`src/rtl/tri_pkg.sv`:
```
// Shared definitions for the triangle pipeline: coordinate width, bitmap size
// and the raster buffer state encoding.
package tri_pkg;

  localparam int unsigned CW  = 3;
  localparam int unsigned N   = 2 ** CW;
  localparam int unsigned PCW = 2 * CW + 1;

  typedef enum logic [1:0] {
    IDLE,
    COLLECT,
    DRAIN,
    DONE
  } state_e;

endpackage

```
`src/rtl/tri_bitmap_mem.sv`:
```
// N x N occupancy bitmap: synchronous clear, single-bit set returning the
// prior value, and one combinational row read port.
module tri_bitmap_mem
  import tri_pkg::*;
(
  input  logic          clk,
  input  logic          reset,
  input  logic          clr_i,
  input  logic          set_we_i,
  input  logic [CW-1:0] set_x_i,
  input  logic [CW-1:0] set_y_i,
  output logic          set_prior_o,
  input  logic [CW-1:0] rd_y_i,
  output logic [N-1:0]  rd_row_o
);

  logic [N-1:0] rows_q [N];

  always_ff @(posedge clk) begin
    if (reset || clr_i) begin
      for (int unsigned i = 0; i < N; i++) begin
        rows_q[i] <= '0;
      end
    end else if (set_we_i) begin
      rows_q[set_y_i][set_x_i] <= 1'b1;
    end
  end

  assign set_prior_o = rows_q[set_y_i][set_x_i];
  assign rd_row_o    = rows_q[rd_y_i];

endmodule

```
`src/rtl/tri_raster_buf.sv`:
```
// Collects interior points from the triangle stage into a bitmap, counts
// distinct pixels, then drains the bitmap row by row over valid/ready.
module tri_raster_buf
  import tri_pkg::*;
(
  input  logic           clk,
  input  logic           reset,
  input  logic           busy_in,
  input  logic           po_in,
  input  logic [CW-1:0]  xo_in,
  input  logic [CW-1:0]  yo_in,
  input  logic           row_ready,
  output logic           row_valid,
  output logic [CW-1:0]  row_idx,
  output logic [N-1:0]   row_data,
  output logic [PCW-1:0] pix_count,
  output logic           frame_done,
  output logic           dup_err,
  output logic           drop_err
);

  state_e         state_q, state_d;
  logic           busy_q;
  logic [PCW-1:0] pix_q, pix_d;
  logic [CW-1:0]  idx_q, idx_d;
  logic           dup_q, dup_d;
  logic           drop_q, drop_d;
  logic           clr, set_we, set_prior;
  logic           rise, fall;

  assign rise = busy_in & ~busy_q;
  assign fall = ~busy_in & busy_q;

  tri_bitmap_mem u_mem (
    .clk         (clk),
    .reset       (reset),
    .clr_i       (clr),
    .set_we_i    (set_we),
    .set_x_i     (xo_in),
    .set_y_i     (yo_in),
    .set_prior_o (set_prior),
    .rd_y_i      (idx_q),
    .rd_row_o    (row_data)
  );

  always_ff @(posedge clk) begin
    if (reset) begin
      state_q <= IDLE;
      busy_q  <= 1'b0;
      pix_q   <= '0;
      idx_q   <= '0;
      dup_q   <= 1'b0;
      drop_q  <= 1'b0;
    end else begin
      state_q <= state_d;
      busy_q  <= busy_in;
      pix_q   <= pix_d;
      idx_q   <= idx_d;
      dup_q   <= dup_d;
      drop_q  <= drop_d;
    end
  end

  always_comb begin
    state_d = state_q;
    pix_d   = pix_q;
    idx_d   = idx_q;
    dup_d   = dup_q;
    drop_d  = drop_q;
    clr     = 1'b0;
    set_we  = 1'b0;
    unique case (state_q)
      IDLE: begin
        if (rise) begin
          clr     = 1'b1;
          pix_d   = '0;
          dup_d   = 1'b0;
          state_d = COLLECT;
        end
      end
      COLLECT: begin
        // A point arriving in the fall cycle is still written and counted.
        if (po_in) begin
          set_we = 1'b1;
          if (set_prior) dup_d = 1'b1;
          else           pix_d = pix_q + PCW'(1);
        end
        if (fall) begin
          idx_d   = '0;
          state_d = DRAIN;
        end
      end
      DRAIN: begin
        if (rise) drop_d = 1'b1;
        if (row_ready) begin
          idx_d = idx_q + CW'(1);
          if (idx_q == CW'(N - 1)) state_d = DONE;
        end
      end
      DONE: begin
        if (rise) drop_d = 1'b1;
        state_d = IDLE;
      end
      default: state_d = IDLE;
    endcase
  end

  assign row_valid  = (state_q == DRAIN);
  assign frame_done = (state_q == DONE);
  assign row_idx    = idx_q;
  assign pix_count  = pix_q;
  assign dup_err    = dup_q;
  assign drop_err   = drop_q;

endmodule

```
`config.mk`:
```
export PLATFORM = sky130hd
export DESIGN_NAME = tri_raster_buf
export DESIGN_NICKNAME = d
export VERILOG_FILES = /design/src/rtl/tri_pkg.sv /design/src/rtl/tri_bitmap_mem.sv /design/src/rtl/tri_raster_buf.sv
export SDC_FILE = /design/constraint.sdc
export NUM_CORES = 1
export LEC_CHECK = 0
export ABC_AREA = 0
export BUFFER_PORTS_ARGS = -buffer_cell sky130_fd_sc_hd__buf_2
export CORE_MARGIN = 2
export CORE_UTILIZATION = 25
export CTS_CLUSTER_SIZE = 12
export DETAILED_ROUTE_END_ITERATION = 12
export PLACE_DENSITY = 0.46
export SLEW_MARGIN = 10
export SYNTH_ARGS = -nofsm -noshare
export SYNTH_HDL_FRONTEND = slang
export SYNTH_SLANG_ARGS = --single-unit
```
`constraint.sdc`:
```
create_clock -name clk -period 3 [get_ports clk]
set_input_delay 0.45 -clock clk [delete_from_list [all_inputs] [get_ports clk]]
set_output_delay 0.45 -clock clk [all_outputs]
set_load 0.02 [all_outputs]
```
---- Word-level counts from Yosys, hierarchy flattened ----
Memories as Yosys holds them, arrays and structs flattened. A register that Yosys moved wholly into a read port is not among the register bits.
Index checks and enable logic that the tools add are counted.
word-level totals
  flip-flop bits (word level) ............. 15
  bits in writable memories ............... 64
  bits of input ports ..................... 11
  logic and storage cells ................. 72
  memories kept ........................... 1
cells by class
  add/sub/neg operators ................... 2
  magnitude comparators ................... 2
  eq/ne operators ......................... 11
  muxes and demuxes ....................... 34
  bitwise logic cells ..................... 4
  reduce and logical (&&, ||, !) cells .... 12
memory list
  memory        words  bits a word  rd ports  clocked after memory_dff  write ports  line                  source
  u_mem.rows_q  8      8            2         1                         8            tri_bitmap_mem.sv:17  logic [N-1:0] rows_q [N];
operators with widths
  cell                 number
  $mux 8               3
  $mux 7               3
  $mux 3               5
  $pmux 7 s2           1
  $mux 1               13
  $ne 2x2->1 const B   6
  $reduce_and 4->1     3
  $mux 2               4
  $pmux 2 s4           1
  $reduce_or 8->1      1
  $add 7x1->7 const B  1
  $pmux 3 s2           1
  $eq 2x2->1 const B   2
  $lt 3x4->1 const B   1
  $reduce_bool 2->1    2
  $add 3x1->3 const B  1
  $bmux 1 s3           1
  $demux 1 s3          1
  $eq 3x3->1 const B   1
  $ge 3x1->1 const B   1
  $reduce_and 3->1     1
  $and 1x1->1          2
  $eq 2x1->1 const B   1
  $logic_not 2->1      1
  7 further kinds      8

---- Logic depth before layout (Yosys ltp) ----
  depth in word-level cells ............... 9
  depth in mapped cells ................... 11

---- Cells and area by module ----
A second synthesis with hierarchy kept.
unflattened totals
  cell total of the unflattened synthesis .. 412
  area, all modules ....................... 4038.9 µm²
by module, submodules not included
  module          instances  cells each  area each (µm²)  sequential area each (µm²)
  tri_bitmap_mem  1          319         3188.1           1281.2
  tri_raster_buf  1          93          850.8            300.3

---- Worst setup path before layout ----
Ideal clock, no wire load.
  path kind ............................... input port to flip-flop
  start point ............................. input yo_in[1]
  end point ............................... register pix_q[0] (netlist: pix_count[0])
  library setup time ...................... 0.074 ns
  arrival ................................. 2.596 ns
  setup slack ............................. 0.330 ns
  cell stages on the path ................. 9
  path buffers ............................ 1
  cell sequence ........................... buf_6 mux4_2 and2_0 a211oi_2 nor4_1 a2111oi_2 nand2_1 or4b_1 a31oi_1
on the way
  longest elaborated chain between the ends .. 5
RTL lines
  what                          line                  source
  start: declaration            tri_raster_buf.sv:11  input logic [CW-1:0] yo_in,
  $mem_v2 8x8                   --
  $bmux 1 s3                    tri_bitmap_mem.sv:29  assign set_prior_o = rows_q[set_y_i][set_x_i];
  $mux 1 (implied by the code)  tri_bitmap_mem.sv:29
  $ne 2x2->1 (no line)          --
  $reduce_and 4->1 (no line)    --
  end signal: assignment        tri_raster_buf.sv:57  pix_q <= pix_d;
  end: declaration              tri_raster_buf.sv:24  logic [PCW-1:0] pix_q, pix_d;
No other way between the ends. The select of a mux whose other input is x is not followed.
A chain may end at the register's enable or synchronous reset.

---- Final worst setup path ----
  start point ............................. input yo_in[1]
  end point ............................... register pix_q[3] (netlist: pix_count[3])
Same word-level chain as after synthesis.

==> out/results.tsv <==
stage	metric	value	unit
status	outcome	finished clean	
sta	Max Clk Rate	389	MHz
layout	layout cells sized above 1	0.253	
clocking	Clk pin slew, worst setup/hold paths	0.06	ns
layout	design area	4830	sq um
grt	grt ovf	0	
layout	commonest non-fill, non-tap cell in the layout	dfxtp_1	
pwr	Pleak	1.90	nW
sta	Pins Over Slew Limit	0	
die	core area	15700	sq um
pwr	PwrDens	584	nW/um^2
sta	slew margin rel.	0.552	
drt	drt via density	5.07	
synthesis	#FFs+latches synth	82	
clocking	Post-CTS Setup Inserts	0	
synthesis	Synth warnings	0	
worst_setup_path	CP Launch Type	input port	
flow_run	max cap viols	0	
sta	skew final	0.00468	ns
sta	RSZ-0062 raised after global routing	no	
grt	largest net degree at the start of global routing	55	
worst_setup_path	Crit Path Max Fanout	8	
synthesis	dominant synthesized flop cell	dfxtp_1	
drt	DRC Markers	0	
clocking	CTS tree	done	
grt	initial antenna violation count	0	
placed_design	IO Port Bufs	32	
die	Row Count	46	
synthesis	ys async rst share	0	
synthesis	number of synthesized flops with an enable pin	0	
clocking	Num CTS Buffers	9	
drt	final wirelength	11600	um
clocking	CTS H-tree depth	3	
worst_hold_path	Worst Hold Class	input port to flop	
worst_setup_path	WP data arrival	2.83	ns
worst_setup_path	worst path required time	3.26	ns
sta	setup TNS	0	ns
layout	Ant. Diodes	0	
synthesis	Mapped Nets	390	
die	initial core utilization	0.253	
clocking	Sinks on Clock Net	82	
clocking	maximum root-to-sink buffer count	2	
layout	area grow syn2layout	21.9	%
sta	Least-Margin Pin Slew	0.672	ns
drt	Post-DRT Antenna Nets	0	
placed_design	post-DP HPWL	8060	um
drt	drt first pass iters	4	
clocking	Clock Latency Late Sink	0.33	ns
die	die area	16900	sq um
layout	most frequent cells in the layout	dfxtp_1, a22o_1, buf_2	
synthesis	synth unique cells	46	
clocking	cts hold-fix bufs	0	
placed_design	placed inst area	4540	sq um
clocking	post_cts resized	0	
drt	Routed WL per cell	18.1	um
grt	vias in the first global route	3050	
pwr	VDD IR-drop max	236	uV
synthesis	Synth Area per Inst	10.7	sq um
worst_setup_path	Worst setup EP type	flop	
die	I/O pin count	33	
sta	Fin. Hold Viols	0	
layout	fin nets	436	
sta	Final Setup Violations	0	
die	DIE HEIGHT	130	um
worst_setup_path	critical path type	input port to flop	
placed_design	gpl congestion	0.802	
sta	crit path time final	2.57	ns
synthesis	Syn Std Cell Area	3970	sq um
die	Die Wd	130	um
grt	first-pass GRT wire length	18200	um
grt	Total GRT Usage	0.142	
synthesis	Post-Syn Instances	372	
drt	1st-iter DRT viols	185	
sta	Final period util	0.858	
drt	via count	3242	
clocking	Clock Tree Root	clkbuf_16	
synthesis	register area share after synthesis	0.414	
==> power by group <==
part	leakage [nW]	internal, mW	switching, mW
combinational	1.09	0.194	0.373
clock	0.147	0.690	0.417
sequential	0.661	1.12	0.0290
==> metrics by stage <==
stage | hold slack (ns) | total power [mW] | utilization | std cells | setup slack [ns]
3_3_place_gp | 0.433 | 1.74 | 0.289 | 623 | 0.0553
4_1_cts | 0.399 | 2.85 | 0.308 | 639 | 0.402
3_5_place_dp | 0.435 | 1.75 | 0.289 | 623 | 0.0524
2_1_floorplan | 0.458 | 1.57 | - | 372 | 0.330
5_1_grt | 0.403 | 2.95 | 0.308 | 639 | 0.250
6_report | 0.398 | 2.83 | 0.308 | 639 | 0.427
==> layout make-up <==
cell class / instances / area (sq um)
Multi-Input combinational cell: 255 / 2190
Clock buffer: 14 / 264
Timing Repair Buffer: 60 / 395
Tap cell: 216 / 270
Fill cell: 1589 / 10900
Clock inverter: 2 / 35.0
Inverter: 10 / 37.5
Sequential cell: 82 / 1640
==> state kept, by name, indices dropped and copies added, names as in the netlist, named ones only <==
register,count
u_mem.rows_q,64
pix_count,7
row_idx,3
state_q,2
busy_q,1
drop_err,1
dup_err,1
==> critical path: stages <==
cell,delay [ns]
buf_2,0.16
mux4_2,0.50
and2_0,0.17
a211oi_2,0.20
nor4_1,0.08
a2111oi_2,0.34
buf_4,0.19
a21oi_1,0.16
or4_1,0.50
o21ai_0,0.08
==> cell usage after synthesis (2+ instances only) <==
cell type	count	area, sq um
or3_1	2	12.5
nand2_1	13	48.8
a2111oi_0	2	17.5
nand3b_1	6	45.0
a21oi_1	16	80.1
nor4b_1	2	17.5
a22o_1	64	561
dfxtp_1	82	1640
and4_1	2	17.5
nand4_1	3	18.8
o211ai_1	4	30.0
mux4_2	18	405
and3_1	3	18.8
a221o_1	2	20.0
nor4_1	2	12.5
mux2i_1	17	170
buf_2	5	25.0
a31oi_1	5	31.3
nand2b_1	4	25.0
ha_1	7	87.6
nand3_1	13	65.1
nor3_1	8	40.0
nor2b_1	6	37.5
nor2_1	19	71.3
inv_1	9	33.8
mux2_2	12	135
a211oi_1	3	22.5
a221oi_1	3	26.3
buf_1	4	15.0
clkbuf_1	14	52.6
o21ai_0	7	35.0
==> final timing paths <==
check	startpoint	end	slack [ns]	cells past startpoint
setup / recovery	yo_in[1]	pix_count[3]	0.43	10
hold / removal	busy_in	busy_q	0.40	3
setup reg to reg	u_mem.rows_q[6][0]	pix_count[3]	0.44	9
hold reg to reg	drop_err	drop_err	0.44	2
==> layer usage <==
layer | share of wire | global-route usage | up-vias
li1 | - | - | 1542
met1 | 0.48 | 0.201 | 1621
met2 | 0.47 | 0.214 | 66
met3 | 0.031 | 0.0254 | 13
met4 | 0.015 | 0.0544 | 0
met5 | 0 | 0 | -
==> logic make-up after synthesis <==
group | share of synthesized area
AOI/OAI and AO/OA | 0.221
adders and majority gates | 0.0221
buffers and inverters | 0.0369
DFF | 0.414
muxes | 0.186
and+or+nand+nor | 0.121
Note: power is estimated with default switching activity, not from simulation.
